==> config.mk <==
export PLATFORM = sky130hd
export DESIGN_NAME = calc_controller
export DESIGN_NICKNAME = d
export VERILOG_FILES = /design/src/rtl/calculator_pkg.sv /design/src/rtl/adder32.sv /design/src/rtl/calc_controller.sv
export SDC_FILE = /design/constraint.sdc
export NUM_CORES = 1
export LEC_CHECK = 0
export CORE_AREA = 2 2 178 110
export CTS_BUF_LIST = sky130_fd_sc_hd__clkbuf_16
export DETAILED_ROUTE_END_ITERATION = 10
export DIE_AREA = 0 0 180 112
export PLACE_DENSITY = 0.66
export SYNTH_ARGS = -nofsm -noshare
export SYNTH_HDL_FRONTEND = slang
export SYNTH_SLANG_ARGS = --single-unit
==> constraint.sdc <==
create_clock -name clk_i -period 2.5 [get_ports clk_i]
set_input_delay 0.25 -clock clk_i [delete_from_list [all_inputs] [get_ports clk_i]]
set_output_delay 0.25 -clock clk_i [all_outputs]
set_load 0.01 [all_outputs]
==> src/rtl/calculator_pkg.sv <==
// Shared widths and controller state encoding for the calculator
// memory sequencer.
package calculator_pkg;

    localparam int DATA_W = 32;
    localparam int ADDR_W = 8;

    // One extra bit so pointer compares never wrap.
    typedef logic [ADDR_W:0] wide_addr_t;

    typedef enum logic [2:0] {
        S_IDLE,
        S_READ_A,
        S_READ_B,
        S_ADD,
        S_WRITE,
        S_END
    } ctrl_state_t;

endpackage

==> src/rtl/adder32.sv <==
// Operand adder for the calculator datapath.
// The sum wraps and the carry out is dropped.
module adder32
    import calculator_pkg::*;
(
    input  logic [DATA_W-1:0] a_i,
    input  logic [DATA_W-1:0] b_i,
    output logic [DATA_W-1:0] sum_o
);

    assign sum_o = a_i + b_i;

endmodule

==> src/rtl/calc_controller.sv <==
// Streams operand pairs out of SRAM, adds each pair and
// writes the sum back, owning the memory while busy.
module calc_controller
    import calculator_pkg::*;
(
    input  logic              clk_i,
    input  logic              rst_i,
    input  logic              start_i,
    input  logic [ADDR_W-1:0] read_start_i,
    input  logic [ADDR_W-1:0] read_end_i,
    input  logic [ADDR_W-1:0] write_start_i,
    output logic              mem_en_o,
    output logic              mem_we_o,
    output logic [ADDR_W-1:0] mem_addr_o,
    output logic [DATA_W-1:0] mem_wdata_o,
    input  logic [DATA_W-1:0] mem_rdata_i,
    output logic              busy_o,
    output logic              done_o
);

    ctrl_state_t       state;
    ctrl_state_t       state_n;
    logic [ADDR_W-1:0] rd_ptr;
    logic [ADDR_W-1:0] wr_ptr;
    logic [ADDR_W-1:0] end_q;
    logic [DATA_W-1:0] op_a_q;
    logic [DATA_W-1:0] op_b_q;
    logic [DATA_W-1:0] sum;
    logic              start_ok;
    logic              more;

    adder32 u_add (
        .a_i   (op_a_q),
        .b_i   (op_b_q),
        .sum_o (sum)
    );

    assign start_ok = wide_addr_t'(read_start_i) + wide_addr_t'(1)
                      <= wide_addr_t'(read_end_i);
    assign more = wide_addr_t'(rd_ptr) + wide_addr_t'(3)
                  <= wide_addr_t'(end_q);

    always_ff @(posedge clk_i) begin
        if (rst_i) begin
            state  <= S_IDLE;
            rd_ptr <= '0;
            wr_ptr <= '0;
            end_q  <= '0;
            op_a_q <= '0;
            op_b_q <= '0;
        end else begin
            state <= state_n;
            unique case (state)
                S_IDLE: begin
                    if (start_i) begin
                        rd_ptr <= read_start_i;
                        end_q  <= read_end_i;
                        wr_ptr <= write_start_i;
                    end
                end
                S_READ_B: op_a_q <= mem_rdata_i;
                S_ADD:    op_b_q <= mem_rdata_i;
                S_WRITE: begin
                    rd_ptr <= rd_ptr + ADDR_W'(2);
                    wr_ptr <= wr_ptr + ADDR_W'(1);
                end
                default: ;
            endcase
        end
    end

    always_comb begin
        state_n     = state;
        mem_en_o    = 1'b0;
        mem_we_o    = 1'b0;
        mem_addr_o  = '0;
        mem_wdata_o = '0;
        busy_o      = (state != S_IDLE);
        done_o      = (state == S_END);
        unique case (state)
            S_IDLE: begin
                if (start_i)
                    state_n = start_ok ? S_READ_A : S_END;
            end
            S_READ_A: begin
                mem_en_o   = 1'b1;
                mem_addr_o = rd_ptr;
                state_n    = S_READ_B;
            end
            S_READ_B: begin
                mem_en_o   = 1'b1;
                mem_addr_o = rd_ptr + ADDR_W'(1);
                state_n    = S_ADD;
            end
            S_ADD: state_n = S_WRITE;
            S_WRITE: begin
                mem_en_o    = 1'b1;
                mem_we_o    = 1'b1;
                mem_addr_o  = wr_ptr;
                mem_wdata_o = sum;
                state_n     = more ? S_READ_A : S_END;
            end
            S_END:   state_n = S_IDLE;
            default: state_n = S_IDLE;
        endcase
    end

endmodule

# After elaboration in Yosys (flattened, before gate mapping)
# Index checks and enable logic that the tools add are counted.
# op_classes
n_reduce_logical	6
n_addsub	6
mux	12
eq_ne	6
order_cmp	2
# op_table
operator	n
adder 32 bit	1
2-to-1 mux 32 bit	1
one-hot mux 8 bit (2 select lines)	2
one-hot mux 8 bit (3 select lines)	1
<= comparator 9 x 8 -> 1 bit	2
adder 8 x 1 -> 8 bit (second input constant)	2
2-to-1 mux 8 bit	2
one-hot mux 3 bit (5 select lines)	1
adder 8 x 1 -> 9 bit (second input constant)	1
adder 8 x 2 -> 9 bit (second input constant)	1
2-to-1 mux 3 bit	3
adder 8 x 2 -> 8 bit (second input constant)	1
== test 3 x 2 -> 1 bit (second input constant)	2
== test 3 bit (second input constant)	2
AND reduction 2 bit	2
== test 3 x 1 -> 1 bit (second input constant)	1
logical NOT 3 bit	1
nonzero test 3 bit	1
OR reduction 3 bit	1
2-to-1 mux 1 bit	2
!= test 2 bit (second input constant)	1
nonzero test 2 bit	1
# totals
out_inout_bits	44
wordCells	38
ff_bits	91
in_bits	59

# Longest topological paths before layout
# Gate-level depths: netlist (run 1).
# logic_depth
word_depth	5
mapped_depth	13

# Modules after synthesis
# From an unflattened synthesis (run 1), not the netlist that was laid out.
# unflattened
hier_cells	856
area_unflattened_um2	6356.1
# modules_own_cells
mod	cells_each	seq_area_each_um2	area_per_inst_um2	n_inst
calc_controller	615	1821.7	4611.9	1
adder32	241	0.0	1744.2	1

# Worst setup path before layout (run 1)
# No wires, ideal clock.
# synth_path
kind	reg2out
start	reg op_a_q[0]
end	out mem_wdata_o[28]
stages_incl_launch_ff	12
arrival_time_ns	2.595
slack_ns	-0.345
cell_sequence	dfxtp_1 -> ha_1 -> fa_1 -> a211oi_1 -> o21ai_1 -> a211oi_1 -> nor2_1 -> a31oi_1 -> o221ai_1 -> o21a_1 -> xnor2_1 -> nor2_1
# synth_via
elab_chain_len	2
# synth_rtl
item	line	rtl
start, declared	calc_controller.sv:26	logic [DATA_W-1:0] op_a_q;
start signal, assigned	calc_controller.sv:61	S_READ_B: op_a_q <= mem_rdata_i;
adder 32 bit	adder32.sv:11	assign sum_o = a_i + b_i;
2-to-1 mux 32 bit	calc_controller.sv:80	unique case (state)
end, declared	calc_controller.sv:15	output logic [DATA_W-1:0] mem_wdata_o,
# No other way between the ends.

# Worst setup path after layout (run 1)
# layout_path
start	reg op_a_q[6]
end	out mem_wdata_o[31]
# Same word-level chain as after synthesis.

==> flow_summary.toml, run 1 <==
[outcome]
outcome = "complete, but fails checks"
violations = "setup timing"

[placement]
hpwl_mm = 14.3
place_congestion = 0.887
port-buffer-count = 102

[worst_setup_path]
start_kind = "flop"
cp_max_fo = 3
crit_path_end_kind = "output port"
cpPeakStageDelay_ps = 490
crit_required_ps = 2250
cp_cell_sequence = "ha_4 -> and3_4 -> or4b_4 -> nand2_4 -> a2111oi_4 -> o21ai_4 -> nand3_2 -> nor3b_4 -> o31ai_2 -> mux2i_1 -> buf_2"
cp.arrival_ps = 2960
crit_slowest_cell = "or4b_4"
path_class = "flop to output port"

[clock_network]
root_buffer = "clkbuf_16"
cts.sinks = 91
hold_buffers = 0
tritoncts = "built"
cts_buffers = 9
insertion_delay_ps = 340
htreeDepth = 3
clk_pin_slew_ps = 70
cts.path.max_buffers = 2

[detailed_routing]
drc = 0
via_per_inst = 5.05
ant_nets = 0
detail_route.iter0.violations = 464
routed_wl_mm = 20.0
drt_pass1_iterations = 5
routedWlPerCell_um = 15.5
vias = 6540

[sta]
tns_ps = -10170
finalHoldViolations = 0
rsz0062_at_grt = "true"
max_slew_margin_pct = 66.6
slew_violations = 0
min_period_over_period_pct = 128
finClkSkew_ps = 7.48
fin_crit_ps = 3210
setup_violations = 26
fmax_ghz = 0.312
tightest_slew_ps = 496
setup_ws_ps = -708

[power_and_ir_drop]
power.leakage_nw = 3.77
ir_drop_mv = 0.283
totalPowerFinal_w = 0.00448
p_per_area_nw_per_um2 = 491

[floorplanning]
die_area_um2 = 20200
core-area_um2 = 18600
boundaryPins = 103
rows = 39
start_util_pct = 32.6
die_h_um = 112
die_w_um = 180

[global_routing]
grt_util_all_layers_pct = 19.5
grt_max_degree = 33
grt_antenna_before_repair = 0
grt_pass1_wl_mm = 32.0
grt_pass1_vias = 6213
globalRouteOverflowTotal = 0

[synth]
syn_area_per_cell_um2 = 7.25
syn_nets = 949
syn_inst = 836
ys_ff_latch = 91
async_reset_ff_share_pct = 0
seq_area_frac_synth_pct = 30.1
yosysTopAreaCell = "dfxtp_1"
synth_area_um2 = 6060
synthTopCellsByArea = "dfxtp_1 (30%), nand2_1 (12%), ha_1 (11%)"
synth_top_cell_area_share_pct = 30.1
ys.flop_type = "dfxtp_1"
synth_edf_count = 0
yosys.cell_types.count = 55
synth_warnings = 0

[flow_run]
maxCapViolations = 0

[layout]
drive_above_1_share_pct = 28.2
nets = 1156
layout_commonest_cell = "nand2_1"
utilization_pct = 49.0
area_growth_pct = 50.5
most-common-layout-cells = "nand2_1 (193), buf_4 (127), a21oi_1 (97)"
antenna_cells = 0

[hold_path]
min_path_type = "input port to flop"
## cell type report
| type | instances | area (µm²) |
|---|---|---|
| Fill cell | 1811 | 9470 |
| Tap cell | 246 | 308 |
| Timing Repair Buffer | 243 | 1990 |
| Clock inverter | 7 | 73.8 |
| Multi-Input combinational cell | 673 | 4580 |
| Clock buffer | 9 | 225 |
| Inverter | 25 | 93.8 |
| Sequential cell | 91 | 1840 |
## sequential cells by signal (all words and copies together) (netlist names)
| name | count |
|---|---|
| op_a_q | 32 |
| op_b_q | 32 |
| end_q | 8 |
| rd_ptr | 8 |
| wr_ptr | 8 |
| state | 3 |
## critical path, delay by kind of cell, from the launching register on
| kind | cells | cell delay (ps) |
|---|---|---|
| multiplexers | 1 | 290 |
| flip-flops | 1 | 340 |
| AND/OR/NAND/NOR | 5 | 1050 |
| AO/OA/AOI/OAI | 3 | 500 |
| adder cells (fa/ha/maj) | 1 | 270 |
| buffers and inverters | 1 | 180 |
## power breakdown
part	total (W)	switching (W)	internal, W	leakage, nW
Combinational	0.00141	0.000750	0.000657	2.87
Sequential	0.00167	0.0000996	0.00157	0.748
Clock	0.00141	0.000624	0.000783	0.147
## cells in the mapped netlist, drive strengths merged, types with 2 or more instances
| master | number |
|---|---|
| nor3 | 13 |
| o21bai | 5 |
| nor4 | 4 |
| xor2 | 22 |
| inv | 24 |
| nor3b | 6 |
| o21ai | 34 |
| a21o | 16 |
| a221oi | 5 |
| clkbuf | 43 |
| a21oi | 109 |
| nand3 | 16 |
| dfxtp | 91 |
| nand4 | 9 |
| nand2b | 5 |
| o221ai | 2 |
| o22ai | 3 |
| a41oi | 3 |
| a2111oi | 3 |
| buf | 4 |
| o31ai | 2 |
| a211oi | 11 |
| nor2 | 67 |
| nand2 | 196 |
| xnor2 | 22 |
| or2 | 3 |
| and3 | 10 |
| a31oi | 8 |
| and2 | 6 |
| o21a | 17 |
| ha | 53 |
| nor2b | 4 |
| a22oi | 6 |
## through the flow
step / hold slack, ps / instance area, µm² / std cells / worst slack, ps
floorplan: 378 / 6150 / 836 / -130
global placement: 445 / 8260 / 1264 / -872
global route: 323 / 9120 / 1294 / -944
detailed placement: 450 / 8260 / 1264 / -902
CTS: 323 / 8830 / 1287 / -765
finish: 342 / 9120 / 1294 / -708
## what timing repair did
action / CTS / global route
pin swaps: 49 / 52
gates resized for setup: 171 / 75
buffers inserted: 8 / 10
setup endpoints to repair: 35 / 34
## logic make-up (layout without fill, tap and decap cells)
family	count (synthesis)	after routing	share of synthesized area, %
AO/OA/AOI/OAI	232	232	23.4
XOR/XNOR	44	44	6.36
adder cells (fa/ha/maj)	54	54	11.3
buffers and inverters	72	284	4.48
flip-flops	91	91	30.1
multiplexers	1	1	0.165
AND/OR/NAND/NOR	342	342	24.3
## per-layer routing
layer / share of wire [%] / global-route usage [%]
met1: 53 / 30.3
met2: 40 / 28.4
met3: 5.9 / 3.37
met4: 0.31 / 3.25
met5: 0 / 0
## final timing paths
path / from / endpoint / slack (ps) / cells past startpoint
setup / recovery: op_a_q[6] / mem_wdata_o[31] / -710 / 11
hold reg to reg: end_q[7] / end_q[7] / 460 / 2
hold / removal: rst_i / wr_ptr[6] / 340 / 2
setup reg to reg: rd_ptr[0] / state[2] / 90 / 13
(Power assumes the default switching activity.)
==> run 2, diff against run 1 <==
--- a/config.mk
+++ b/config.mk
@@ -9,6 +9,7 @@
 export CTS_BUF_LIST = sky130_fd_sc_hd__clkbuf_16
 export DETAILED_ROUTE_END_ITERATION = 10
 export DIE_AREA = 0 0 180 112
+export HOLD_SLACK_MARGIN = 0.06
 export PLACE_DENSITY = 0.66
 export SYNTH_ARGS = -nofsm -noshare
 export SYNTH_HDL_FRONTEND = slang
==> results of run 2 <==
No change in the layout: final DEF, timing and power equal those of run 1.
==> run 3, diff against run 2 <==
--- a/config.mk
+++ b/config.mk
@@ -9,6 +9,7 @@
 export CTS_BUF_LIST = sky130_fd_sc_hd__clkbuf_16
 export DETAILED_ROUTE_END_ITERATION = 10
 export DIE_AREA = 0 0 180 112
+export GPL_ROUTABILITY_DRIVEN = 1
 export HOLD_SLACK_MARGIN = 0.06
 export PLACE_DENSITY = 0.66
 export SYNTH_ARGS = -nofsm -noshare
==> results of run 3 <==
No change in the layout: final DEF, timing and power equal those of run 1.
